==> src/rtl/dcache_pkg.sv <==
// rtl/dcache_pkg.sv - shared state type, line sizing and address helper for dcache_mem_responder
`ifndef DCACHE_B
`define DCACHE_B 4
`endif

package dcache_pkg;

   typedef enum logic [2:0] {
      IDLE,
      ACCEPT,
      RD_ISSUE,
      RD_DRAIN,
      WR_BURST
   } resp_state_t;

   localparam int LINE_WORDS = 2 ** (`DCACHE_B - 2);
   localparam int BEAT_W     = $clog2(LINE_WORDS) + 1;

   // Word address of the first word of the line containing byte address a.
   function automatic logic [31:0] line_word_base(input logic [31:0] a, input int offset_w);
      line_word_base = (a >> offset_w) << (offset_w - 2);
   endfunction

endpackage

==> src/rtl/mem_rd_pipe.sv <==
// rtl/mem_rd_pipe.sv - MEM_LATENCY-deep valid shift register turning read issues into return strobes
module mem_rd_pipe #(
   parameter int LATENCY = 1
) (
   input  logic clk,
   input  logic reset,
   input  logic issue,
   output logic ret
);

   logic [LATENCY-1:0] sr;

   generate
      if (LATENCY == 1) begin : g_one
         always_ff @(posedge clk or posedge reset) begin
            if (reset) sr <= '0;
            else       sr <= issue;
         end
      end else begin : g_multi
         always_ff @(posedge clk or posedge reset) begin
            if (reset) sr <= '0;
            else       sr <= {sr[LATENCY-2:0], issue};
         end
      end
   endgenerate

   assign ret = sr[LATENCY-1];

endmodule

==> src/rtl/dcache_mem_responder.sv <==
// rtl/dcache_mem_responder.sv - line-fill / write-back burst responder in front of a synchronous SRAM
// Optional DCACHE_RESP_WLAST_CHECK_EN adds the sticky wlast_err output.
module dcache_mem_responder #(
   parameter int OFFSET_WIDTH = `DCACHE_B,
   parameter int LINE_WORDS   = 2 ** (`DCACHE_B - 2),
   parameter int MEM_LATENCY  = 1,
   parameter int ADDR_WIDTH   = 32
) (
   input  logic                  clk,
   input  logic                  reset,
   input  logic                  mem_req,
   input  logic                  mem_wr,
   input  logic [ADDR_WIDTH-1:0] mem_addr,
   input  logic [31:0]           mem_wdata,
   input  logic                  mem_wlast,
   output logic                  mem_addr_ok,
   output logic                  mem_data_ok,
   output logic [31:0]           mem_rdata,
   output logic                  sram_en,
   output logic                  sram_we,
   output logic [ADDR_WIDTH-3:0] sram_addr,
   output logic [31:0]           sram_wdata,
   input  logic [31:0]           sram_rdata
`ifdef DCACHE_RESP_WLAST_CHECK_EN
   ,
   output logic                  wlast_err
`endif
);

   import dcache_pkg::*;

   localparam int               CNT_W     = $clog2(LINE_WORDS) + 1;
   localparam logic [CNT_W-1:0] LAST_BEAT = CNT_W'(LINE_WORDS - 1);

   resp_state_t           state, state_nxt;
   logic [CNT_W-1:0]      beat, ret_cnt;
   logic [ADDR_WIDTH-3:0] base;
   logic                  wr_q;
   logic                  wr_beat;
   logic                  rd_ret;
   logic [31:0]           rdata_q;

   always_ff @(posedge clk or posedge reset) begin
      if (reset) begin
         state   <= IDLE;
         beat    <= '0;
         ret_cnt <= '0;
         base    <= '0;
         wr_q    <= 1'b0;
         rdata_q <= '0;
      end else begin
         state <= state_nxt;
         if (state == IDLE && mem_req) begin
            base <= (ADDR_WIDTH-2)'(line_word_base(32'(mem_addr), OFFSET_WIDTH));
            wr_q <= mem_wr;
         end
         if (state == ACCEPT)
            beat <= '0;
         else if (state == RD_ISSUE || state == WR_BURST)
            beat <= beat + 1'b1;
         if (state == ACCEPT)
            ret_cnt <= '0;
         else if (rd_ret)
            ret_cnt <= ret_cnt + 1'b1;
         if (rd_ret)
            rdata_q <= sram_rdata;
      end
   end

   always_comb begin
      state_nxt   = state;
      mem_addr_ok = 1'b0;
      sram_en     = 1'b0;
      sram_we     = 1'b0;
      wr_beat     = 1'b0;
      case (state)
         IDLE:     if (mem_req) state_nxt = ACCEPT;
         ACCEPT: begin
            mem_addr_ok = 1'b1;
            state_nxt   = wr_q ? WR_BURST : RD_ISSUE;
         end
         RD_ISSUE: begin
            sram_en = 1'b1;
            if (beat == LAST_BEAT) state_nxt = RD_DRAIN;
         end
         // Last return is the one that arrives while LINE_WORDS-1 have already been counted.
         RD_DRAIN: if (rd_ret && ret_cnt == LAST_BEAT) state_nxt = IDLE;
         WR_BURST: begin
            sram_en = 1'b1;
            sram_we = 1'b1;
            wr_beat = 1'b1;
            if (beat == LAST_BEAT) state_nxt = IDLE;
         end
         default:  state_nxt = IDLE;
      endcase
   end

   mem_rd_pipe #(.LATENCY(MEM_LATENCY)) u_rd_pipe (
      .clk   (clk),
      .reset (reset),
      .issue (sram_en & ~sram_we),
      .ret   (rd_ret)
   );

   assign mem_data_ok = rd_ret | wr_beat;
   assign mem_rdata   = rd_ret ? sram_rdata : rdata_q;
   assign sram_addr   = sram_en ? base + (ADDR_WIDTH-2)'(beat) : '0;
   assign sram_wdata  = wr_beat ? mem_wdata : '0;

`ifdef DCACHE_RESP_WLAST_CHECK_EN
   always_ff @(posedge clk or posedge reset) begin
      if (reset)
         wlast_err <= 1'b0;
      else if (wr_beat && (mem_wlast != (beat == LAST_BEAT)))
         wlast_err <= 1'b1;
   end
`else
   logic unused_wlast;
   assign unused_wlast = mem_wlast;
`endif

endmodule

==> config.mk <==
export PLATFORM = sky130hd
export DESIGN_NAME = dcache_mem_responder
export DESIGN_NICKNAME = d
export VERILOG_FILES = /design/src/rtl/dcache_pkg.sv /design/src/rtl/mem_rd_pipe.sv /design/src/rtl/dcache_mem_responder.sv
export SDC_FILE = /design/constraint.sdc
export NUM_CORES = 1
export LEC_CHECK = 0
export CORE_ASPECT_RATIO = 2
export CORE_MARGIN = 8
export CORE_UTILIZATION = 36
export CTS_CLUSTER_SIZE = 24
export DETAILED_ROUTE_END_ITERATION = 12
export GPL_TIMING_DRIVEN = 0
export PLACE_DENSITY = 0.78
export REMOVE_ABC_BUFFERS = 1
export SLEW_MARGIN = 10
export SYNTH_ARGS = -nofsm -noshare
export SYNTH_HDL_FRONTEND = slang
export SYNTH_HIERARCHICAL = 1
export SYNTH_SLANG_ARGS = --single-unit
==> constraint.sdc <==
create_clock -name clk -period 2.4 [get_ports clk]
set_input_delay 0.48 -clock clk [delete_from_list [all_inputs] [get_ports clk]]
set_output_delay 0.48 -clock clk [all_outputs]
set_load 0.02 [all_outputs]
==> results of run 1 <==
area by class of cell:
class | count | area, sq um
Multi-Input combinational cell | 245 | 2110
Tap cell | 135 | 168.9
Inverter | 7 | 31.28
Clock inverter | 4 | 22.52
Timing Repair Buffer | 250 | 2404
Clock buffer | 12 | 246.5
Fill cell | 753 | 3368
Sequential cell | 71 | 1797
Antenna cell | 1 | 2.502
cell usage in the layout, fill, tap and decap left out, types with 5 or more instances in the layout:
cell and instances:
and4_4 5, nand2_1 12, xor2_1 9, dlygate4sd2_1 40, clkbuf_16 9, a21oi_1 11
buf_6 16, inv_1 5, nand3_1 7, o31ai_1 5, dfrtp_1 57, dfrtp_2 13
nand4_1 8, mux2_2 59, and2_1 35, clkdlybuf4s50_1 106, buf_4 54, nor2_1 19
or4_4 6, a21oi_2 7, o21ai_0 5, dlymetal6s2s_1 21
critical path, delay by kind of cell, from the launching register on:
kind,cells,cell delay (ns)
DFF,1,0.42
buffers and inverters,2,0.29
AOI/OAI and AO/OA,1,0.19
and+or+nand+nor,3,0.89
kinds of logic (layout without fill, tap and decap cells):
| logic type | Yosys count | count (layout) | synth area share |
|---|---|---|---|
| AND/OR/NAND/NOR | 121 | 126 | 0.1951 |
| flip-flops | 71 | 71 | 0.4751 |
| multiplexers | 60 | 60 | 0.1803 |
| AO/OA/AOI/OAI | 40 | 40 | 0.06156 |
| buffers and inverters | 26 | 273 | 0.03747 |
| XOR/XNOR | 13 | 13 | 0.03045 |
| adder cells (fa/ha/maj) | 6 | 6 | 0.02007 |
| other | 0 | 1 | 0 |
sequential cells by signal, indices dropped and copies added, names as in the netlist:
| register | flops |
|---|---|
| base | 28 |
| rdata_q | 32 |
| wr_q | 1 |
| beat | 3 |
| state | 3 |
| u_rd_pipe/ret | 1 |
| ret_cnt | 3 |
power by group:
part	leakage [nW]	internal, W	switching (W)
Clock	0.132	0.000722	0.000479
Combinational	2.19	0.00275	0.00297
Sequential	0.825	0.00184	0.000484
Total	3.14	0.00532	0.00393
per-stage QoR:
| step | TNS (ns) | std cells |
|---|---|---|
| 6_report | -1.528 | 725 |
| 5_1_grt | -2.919 | 725 |
| 4_1_cts | -2.102 | 699 |
| 3_5_place_dp | -19.28 | 650 |
| 3_3_place_gp | -186.25 | 646 |
| 2_1_floorplan | -30.60 | 318 |
layer usage:
metal | vias up | wire (microns) | share of wire | track usage
met5 | - | 0 | 0 | 0
met4 | 0 | 770 | 0.051 | 0.1234
met3 | 59 | 887 | 0.059 | 0.05553
met2 | 180 | 8825 | 0.58 | 0.3831
met1 | 1852 | 4666 | 0.31 | 0.1724
li1 | 1711 | - | - | -
worst min-delay path by stage:
stage | startpoint | to
floorplan | reset | u_rd_pipe/ret
global placement | rdata_q[19] | rdata_q[19]
detailed placement | rdata_q[3] | rdata_q[3]
CTS | reset | u_rd_pipe/ret
global route | reset | u_rd_pipe/ret
finish | reset | u_rd_pipe/ret
repair_timing:
| item | 4_1_cts | 5_1_grt |
|---|---|---|
| setup buffers | 28 | 25 |
| setup endpoints to repair | 101 | 47 |
| cloned | 5 | 0 |
| resized for setup | 172 | 81 |
| pin swaps | 14 | 18 |
==> flow_metrics.tcl, run 1 <==
set metrics [dict create \
    route.vias.total 3802 \
    arrival_ns 2.13 \
    fin_worst_skew_ns 0.005696 \
    dr.pass1.iters 4 \
    syn_area_per_cell_sq_um 11.10 \
    die_area_sq_um 14100 \
    cts.path.max_buffers 2 \
    root_buffer "clkbuf_16" \
    synth-edff-count 0 \
    viasPerCell 5.244 \
    regToRegEndpoint "base[28]" \
    grt_overflow 0 \
    failed_checks "negative setup slack" \
    clock_latency_ns 0.33 \
    worst_ep_required_time_ns 1.92 \
    drt-initial-drc-count 138 \
    yosysTopAreaCellShare 0.4751 \
    maxCapViolCount 0 \
    drc_errors 0 \
    grt_pass1_vias 4032 \
    cts_buffers 9 \
    portBuffers 193 \
    synth_area_leaders "dfrtp_1 (48%), mux2_2 (18%), and2_1 (5.9%), a21oi_1 (2.5%), xor2_1 (2.1%)" \
    cp-startpoint "base[8]" \
    postRouteAntennaNets 0 \
    gp_congestion 0.8120 \
    crit_end "sram_addr[26]" \
    slew_headroom 0.6092 \
    grt_pass1_wl_microns 21670 \
    rows 52 \
    core_sq_um 10150 \
    fmax_mhz 383.8 \
    powerDensity_nw_per_um2 1364 \
    ios 199 \
    cp-start-kind "register" \
    criticalPathCategory "reg -> out" \
    dpl_cell_area_sq_um 5798 \
    synth_largest_area_cell "dfrtp_1" \
    fin_crit_sh 1.086 \
    max_slew.worst_pin.slew_ns 0.5838 \
    synth.distinct_cells 38 \
    total_power_w 0.009249 \
    cts.sinks 71 \
    final_util 0.6681 \
    min_period_ns 2.606 \
    p_leak_nw 3.144 \
    rr_worst_depth 6 \
    r2r_slack_ns 0.14 \
    fin_area_sq_um 6782 \
    critPathMaxStageDelay_ns 0.44 \
    yosysMostFrequentCell "dfrtp_1" \
    synth-warning-count 6 \
    antenna_found_initial 1 \
    wirelength_microns 15150 \
    path_clk_slew_ns 0.06 \
    ys_async_sr_fraction 1.000 \
    drive_gt1_frac 0.3633 \
    synth_ff_type "dfrtp_1" \
    die_h_microns 160.1 \
    drv_slew 0 \
    nNetsFinal 691 \
    fp.dieW_microns 88.07 \
    place_hpwl_microns 9446 \
    syn_area_sq_um 3740 \
    syn_inst 337 \
    critPathMaxFanout 7 \
    cts_hold_buffers 0 \
    setup-violations-final 14 \
    ys_seq_elements 71 \
    area_growth_pct 81.33 \
    initial_core_util 0.3685 \
    dp_slack_ns -0.9363 \
    cts_tree "yes" \
    timing.hold.ws_ns 0.3771 \
    synth_common_cells "dfrtp_1 (71), mux2_2 (59), and2_1 (35), a21oi_1 (19), nor2_1 (19)" \
    wire_per_inst_microns 20.90 \
    status "finished with violations" \
    hold_viol 0 \
    grt_use_total 0.2013 \
    grt_max_degree 44 \
    ir_drop_v 0.0008460 \
    rsz0062_at_grt "true" \
    worst_slack_ns -0.2056 \
    slowest_stage "or3_4" \
    r2r_start "state[1]" \
    path_cells "and3_4 > buf_4 > nand4_4 > or3_4 > a21oi_2 > buf_6" \
    min_path_type "in -> async" \
    end_kind "primary output" \
    cts_htree_levels 3 \
    ys_seq_area_frac 0.4751 \
]
Power figures use the tool's default switching activity.
==> run 2: changes to the inputs <==
--- a/config.mk
+++ b/config.mk
@@ -7,11 +7,11 @@
 export LEC_CHECK = 0
 export CORE_ASPECT_RATIO = 2
 export CORE_MARGIN = 8
-export CORE_UTILIZATION = 36
+export CORE_UTILIZATION = 43
 export CTS_CLUSTER_SIZE = 24
 export DETAILED_ROUTE_END_ITERATION = 12
 export GPL_TIMING_DRIVEN = 0
-export PLACE_DENSITY = 0.78
+export PLACE_DENSITY = 0.87
 export REMOVE_ABC_BUFFERS = 1
 export SLEW_MARGIN = 10
 export SYNTH_ARGS = -nofsm -noshare
==> constraint.sdc (replaced) <==
create_clock -name clk -period 3.1 [get_ports clk]
set_input_delay 0.62 -clock clk [delete_from_list [all_inputs] [get_ports clk]]
set_output_delay 0.62 -clock clk [all_outputs]
set_load 0.02 [all_outputs]
==> run 2 against run 1 <==
The flow now finishes without violations. Final cell count is 12% lower. Combinational power is 38% lower. Sequential cell count stayed put. Sequential share of layout area is 2.7 points higher. Sequential power is 20% lower. Routed wire length is 20% lower. Count of clock-buffer cells in the layout stayed put. Clock power is 24% lower. Critical path type unchanged. Largest cell class unchanged. Highest routed layer unchanged.
==> flow_metrics.tcl, run 2 (same netlist as run 1, synthesis figures left out) <==
set metrics [dict create \
    status "complete, no violations" \
    critPathMaxFanout 29 \
    fin_worst_skew_ns 0.006261 \
    antennaDiodeCount 0 \
    fillers 605 \
    min_path_type "reg -> reg" \
    final_cell_mix "clkdlybuf4s50_1 (174), dfrtp_1 (68), mux2_2 (59), and2_1 (35)" \
    die_area_sq_um 12120 \
    wirelength_microns 12120 \
    drt-initial-drc-count 144 \
    ir_drop_v 0.0006536 \
    area_growth_pct 63.03 \
    grt_pass1_vias 3593 \
    hold_viol 0 \
    root_buffer "clkbuf_16" \
    powerDensity_nw_per_um2 1036 \
    largest_registers "rdata_q x32, base x28" \
    largest-register "rdata_q" \
    path_clk_slew_ns 0.05 \
    portBuffers 193 \
    hp-start "rdata_q[29]" \
    core_sq_um 8528 \
    cts.sinks 71 \
    largest_reg_flops 32 \
    p_leak_nw 2.530 \
    fin_crit_sh 0.9751 \
    slew_headroom 0.4710 \
    seq_area_sq_um 1780 \
    finalNonFillerCells 636 \
    arrival_ns 2.40 \
    grt_max_degree 52 \
    grt_pass1_wl_microns 18310 \
    grt_use_total 0.1952 \
    cts_htree_levels 3 \
    cp-start-kind "register" \
    place_inst 615 \
    postRouteAntennaNets 0 \
    place_hpwl_microns 9467 \
    cts_hold_buffers 0 \
    route.vias.total 3420 \
    dr.pass1.iters 5 \
    maxCapViolCount 0 \
    gp_congestion 0.8546 \
    initial_core_util 0.4385 \
    max_slew.worst_pin.slew_ns 0.7935 \
    fmax_mhz 330.8 \
    cts.path.max_buffers 2 \
    rows 48 \
    multi_input_area_sq_um 1879 \
    wire_per_inst_microns 19.05 \
    worst_ep_required_time_ns 2.48 \
    timing.hold.ws_ns 0.4953 \
    cts_tree "yes" \
    cts_buffers 9 \
    final_common_cell "clkdlybuf4s50_1" \
    r2r_start "state[0]" \
    drive_gt1_frac 0.1903 \
    drc_errors 0 \
    ios 199 \
    end_kind "primary output" \
    nNetsFinal 638 \
    setup-violations-final 0 \
    rsz0062_at_grt "true" \
    die_h_microns 147.9 \
    min_period_ns 3.023 \
    fp.dieW_microns 81.95 \
    viasPerCell 5.377 \
    antenna_found_initial 0 \
    criticalPathCategory "reg -> out" \
    drv_slew 0 \
    clock_latency_ns 0.33 \
    cp-startpoint "state[2]" \
    grt_overflow 0 \
]
## run 2: cell count changes in the layout (fill, tap and decap cells not counted), sizes merged
cell | previous run | this run
diode | 1 | 0
clkinvlp | 1 | 2
or2 | 4 | 2
clkbuf | 15 | 13
and4 | 6 | 5
inv | 7 | 6
buf | 75 | 8
clkdlybuf4s15 | 5 | 0
nand4 | 12 | 11
clkdlybuf4s50 | 106 | 174
dlymetal6s2s | 21 | 4
dlygate4sd2 | 40 | 14
## run 2: cell type report
class	count	share of cell area
Inverter	7	0.005336
Tap cell	100	0.02052
Clock inverter	4	0.003694
Sequential cell	71	0.2920
Timing Repair Buffer	201	0.3298
Multi-Input combinational cell	241	0.3082
Clock buffer	12	0.04043
## run 2: stage by stage
step	cell area, sq um	utilization	TNS [ns]	setup slack, ns	total power [W]
5_1_grt	6097	0.7149	-0.06500	-0.06500	0.006691
4_1_cts	6031	0.7072	0	0.009501	0.006352
6_report	6097	0.7149	0	0.07726	0.006318
3_3_place_gp	5683	0.6664	-79.66	-0.9224	0.005290
3_5_place_dp	5762	0.6756	-2.131	-0.3855	0.005456
2_1_floorplan	3626	-	-1.055	-0.03244	0.003775
## run 2: repair_timing
item	4_1_cts	5_1_grt
setup endpoints to repair	49	29
resized for setup	23	10
buffers inserted	0	4
cloned	0	1
pin swaps	0	3
## run 2: where the power goes
part           total, W  leakage, nW  internal (W)  switching [W]
sequential      0.00187        0.837       0.00141       0.000464
clock          0.000916        0.132      0.000558       0.000357
combinational   0.00353         1.56       0.00175        0.00178
## run 2: worst max-delay path, cell delays in order, from the launching register on
cell and delay [ns]:
dfrtp_2 0.49, xnor2_1 0.18, or2_4 0.36, clkinvlp_4 0.29, and2_1 0.22, clkdlybuf4s50_1 0.55
## run 2: path summary, 6_finish.rpt
check                           endpoint  slack, ns  cells past startpoint
min in group asynchronous  u_rd_pipe/ret       0.52                      2
min                          rdata_q[29]       0.50                      1
max reg2reg                     base[25]       1.10                      4
max                         sram_addr[0]       0.08                      5
min reg2reg                  rdata_q[29]       0.50                      1
max in group asynchronous       base[28]       1.95                      3
## run 2: per-layer routing
metal / vias to the layer above / share of wire / track usage / wire length, microns
met4: 0 / 0.038 / 0.1071 / 463
met5: - / 0 / 0 / 0
met2: 142 / 0.57 / 0.3528 / 6862
met3: 33 / 0.069 / 0.05414 / 836
li1: 1587 / - / - / -
met1: 1658 / 0.33 / 0.1861 / 3955
==> run 3: changes to the inputs <==
--- a/config.mk
+++ b/config.mk
@@ -7,13 +7,14 @@
 export LEC_CHECK = 0
 export CORE_ASPECT_RATIO = 2
 export CORE_MARGIN = 8
-export CORE_UTILIZATION = 43
+export CORE_UTILIZATION = 55
 export CTS_CLUSTER_SIZE = 24
 export DETAILED_ROUTE_END_ITERATION = 12
+export DONT_BUFFER_PORTS = 1
 export GPL_TIMING_DRIVEN = 0
-export PLACE_DENSITY = 0.87
+export PLACE_DENSITY = 0.7
 export REMOVE_ABC_BUFFERS = 1
-export SLEW_MARGIN = 10
+export SLEW_MARGIN = 5
 export SYNTH_ARGS = -nofsm -noshare
 export SYNTH_HDL_FRONTEND = slang
 export SYNTH_HIERARCHICAL = 1
==> run 3 against run 2 <==
Critical path depth decreased by 1. Power fell by 15%. Critical path type unchanged. Critical endpoint is now sram_addr[16]. Routed wire length down 25%. Register-to-register slack improved by 0.12 ns. Maximum frequency up 3.0%. Global-route usage shrank 0.87 points. Largest cell class is now multi-input gates. Combinational power is 32% lower. Hold slack got worse by 0.16 ns. Die area shrank 19%.
==> flow_metrics.tcl, run 3 (same netlist as run 1, synthesis figures left out) <==
set metrics [dict create \
    largest_reg_flops 32 \
    nNetsFinal 440 \
    fin_worst_skew_ns 0.003321 \
    place_inst 409 \
    cts.sinks 71 \
    route.vias.total 2588 \
    final_common_cell "dfrtp_1" \
    cts_buffers 9 \
    fmax_mhz 340.7 \
    core_sq_um 6621 \
    powerDensity_nw_per_um2 1286 \
    fin_crit_sh 0.9468 \
    viasPerCell 6.075 \
    drt-initial-drc-count 90 \
    cts_tree "yes" \
    setup-violations-final 0 \
    drv_slew 0 \
    clock_latency_ns 0.32 \
    cts_htree_levels 3 \
    min_path_type "in -> async" \
    worst_ep_required_time_ns 2.48 \
    antenna_found_initial 1 \
    grt_pass1_wl_microns 14300 \
    end_kind "primary output" \
    antennaDiodeCount 0 \
    ios 199 \
    fp.dieW_microns 74.31 \
    area_growth_pct 11.07 \
    wirelength_microns 9108 \
    final_cell_mix "dfrtp_1 (70), mux2_2 (59), and2_1 (35), nor2_1 (19), nand2_1 (15)" \
    fin_area_sq_um 4154 \
    postRouteAntennaNets 0 \
    arrival_ns 2.32 \
    drive_gt1_frac 0.2929 \
    cp-start-kind "register" \
    grt_use_total 0.1865 \
    drc_errors 0 \
    ir_drop_v 0.0006925 \
    path_clk_slew_ns 0.05 \
    grt_max_degree 71 \
    min_period_ns 2.935 \
    cts.path.max_buffers 2 \
    hold_viol 0 \
    dr.pass1.iters 4 \
    timing.hold.ws_ns 0.3381 \
    die_h_microns 132.6 \
    status "complete, no violations" \
    finalNonFillerCells 426 \
    max_slew.worst_pin.slew_ns 0.8500 \
    grt_pass1_vias 2728 \
    maxCapViolCount 0 \
    place_hpwl_microns 7015 \
    rows 42 \
    criticalPathCategory "reg -> out" \
    portBuffers 0 \
    die_area_sq_um 9855 \
    grt_overflow 0 \
    critPathMaxFanout 16 \
    initial_core_util 0.5648 \
    gp_congestion 0.7724 \
    dpl_cell_area_sq_um 3787 \
    slew_headroom 0.4333 \
    final_util 0.6274 \
    largest_registers "rdata_q x32, base x28" \
    root_buffer "clkbuf_16" \
    p_leak_nw 1.682 \
    wire_per_inst_microns 21.38 \
    largest-register "rdata_q" \
    rr_worst_depth 5 \
]
==> run 3: cell count changes in the layout (fill, tap and decap cells not counted), moves of 4 or more <==
cell | before | now
clkdlybuf4s50_1 | 174 | 0
a21oi_2 | 0 | 8
a21oi_1 | 19 | 11
dlymetal6s2s_1 | 4 | 0
buf_4 | 4 | 0
dlygate4sd2_1 | 14 | 0
==> run 3: cell type report <==
cell class | count | area (sq um)
multi-input cells | 240 | 1876
repair buffers | 4 | 43.79
flip-flops and latches | 71 | 1778
inverters | 7 | 30.03
clock inverters | 4 | 70.07
clock buffers | 12 | 246.5
well taps | 88 | 110.1
fillers | 547 | 2467
==> run 3: metal layers <==
metal	track usage	vias up	wire, microns
li1	-	1196	-
met2	0.3100	109	4699
met4	0.07802	2	153
met3	0.07721	12	877
met5	0	-	18
met1	0.1979	1269	3359
==> run 3: critical path: stages, from the launching register on <==
cell and delay (ns):
dfrtp_1 0.43, and4_2 0.38, nand4_4 0.25, or3_2 0.51
a21oi_1 0.41
==> run 3: worst paths after layout <==
path	from	to	slack, ns
worst max-delay path	base[3]	sram_addr[16]	0.16
worst min-delay path	reset	rdata_q[16]	0.34
worst max register to register	state[1]	beat[0]	1.22
worst min register to register	base[29]	base[29]	0.54
max in group asynchronous	reset	base[3]	2.20
min in group clk	mem_addr[23]	base[21]	0.42
==> run 3: per-stage QoR <==
step	power (W)	TNS, ns	worst slack, ns
floorplan	0.003775	-1.055	-0.03244
global placement	0.004159	-30.34	-0.5611
detailed placement	0.004259	-0.8607	-0.1784
CTS	0.005369	0	0.006576
global route	0.005705	-0.008537	-0.008537
finish	0.005342	0	0.1648
==> run 3: timing repair <==
| item | CTS | global route |
|---|---|---|
| setup endpoints to repair | 7 | 17 |
| hold buffers | 1 | 0 |
| gates resized for setup | 3 | 9 |
| buffers inserted | 0 | 0 |
| hold endpoints to repair | 1 | 0 |
| pin swaps | 0 | 0 |
==> run 3: where the power goes <==
group / internal (W) / switching [W]
registers: 0.00141 / 0.000454
clock network: 0.000723 / 0.000353
logic: 0.000836 / 0.00157
total: 0.00297 / 0.00238
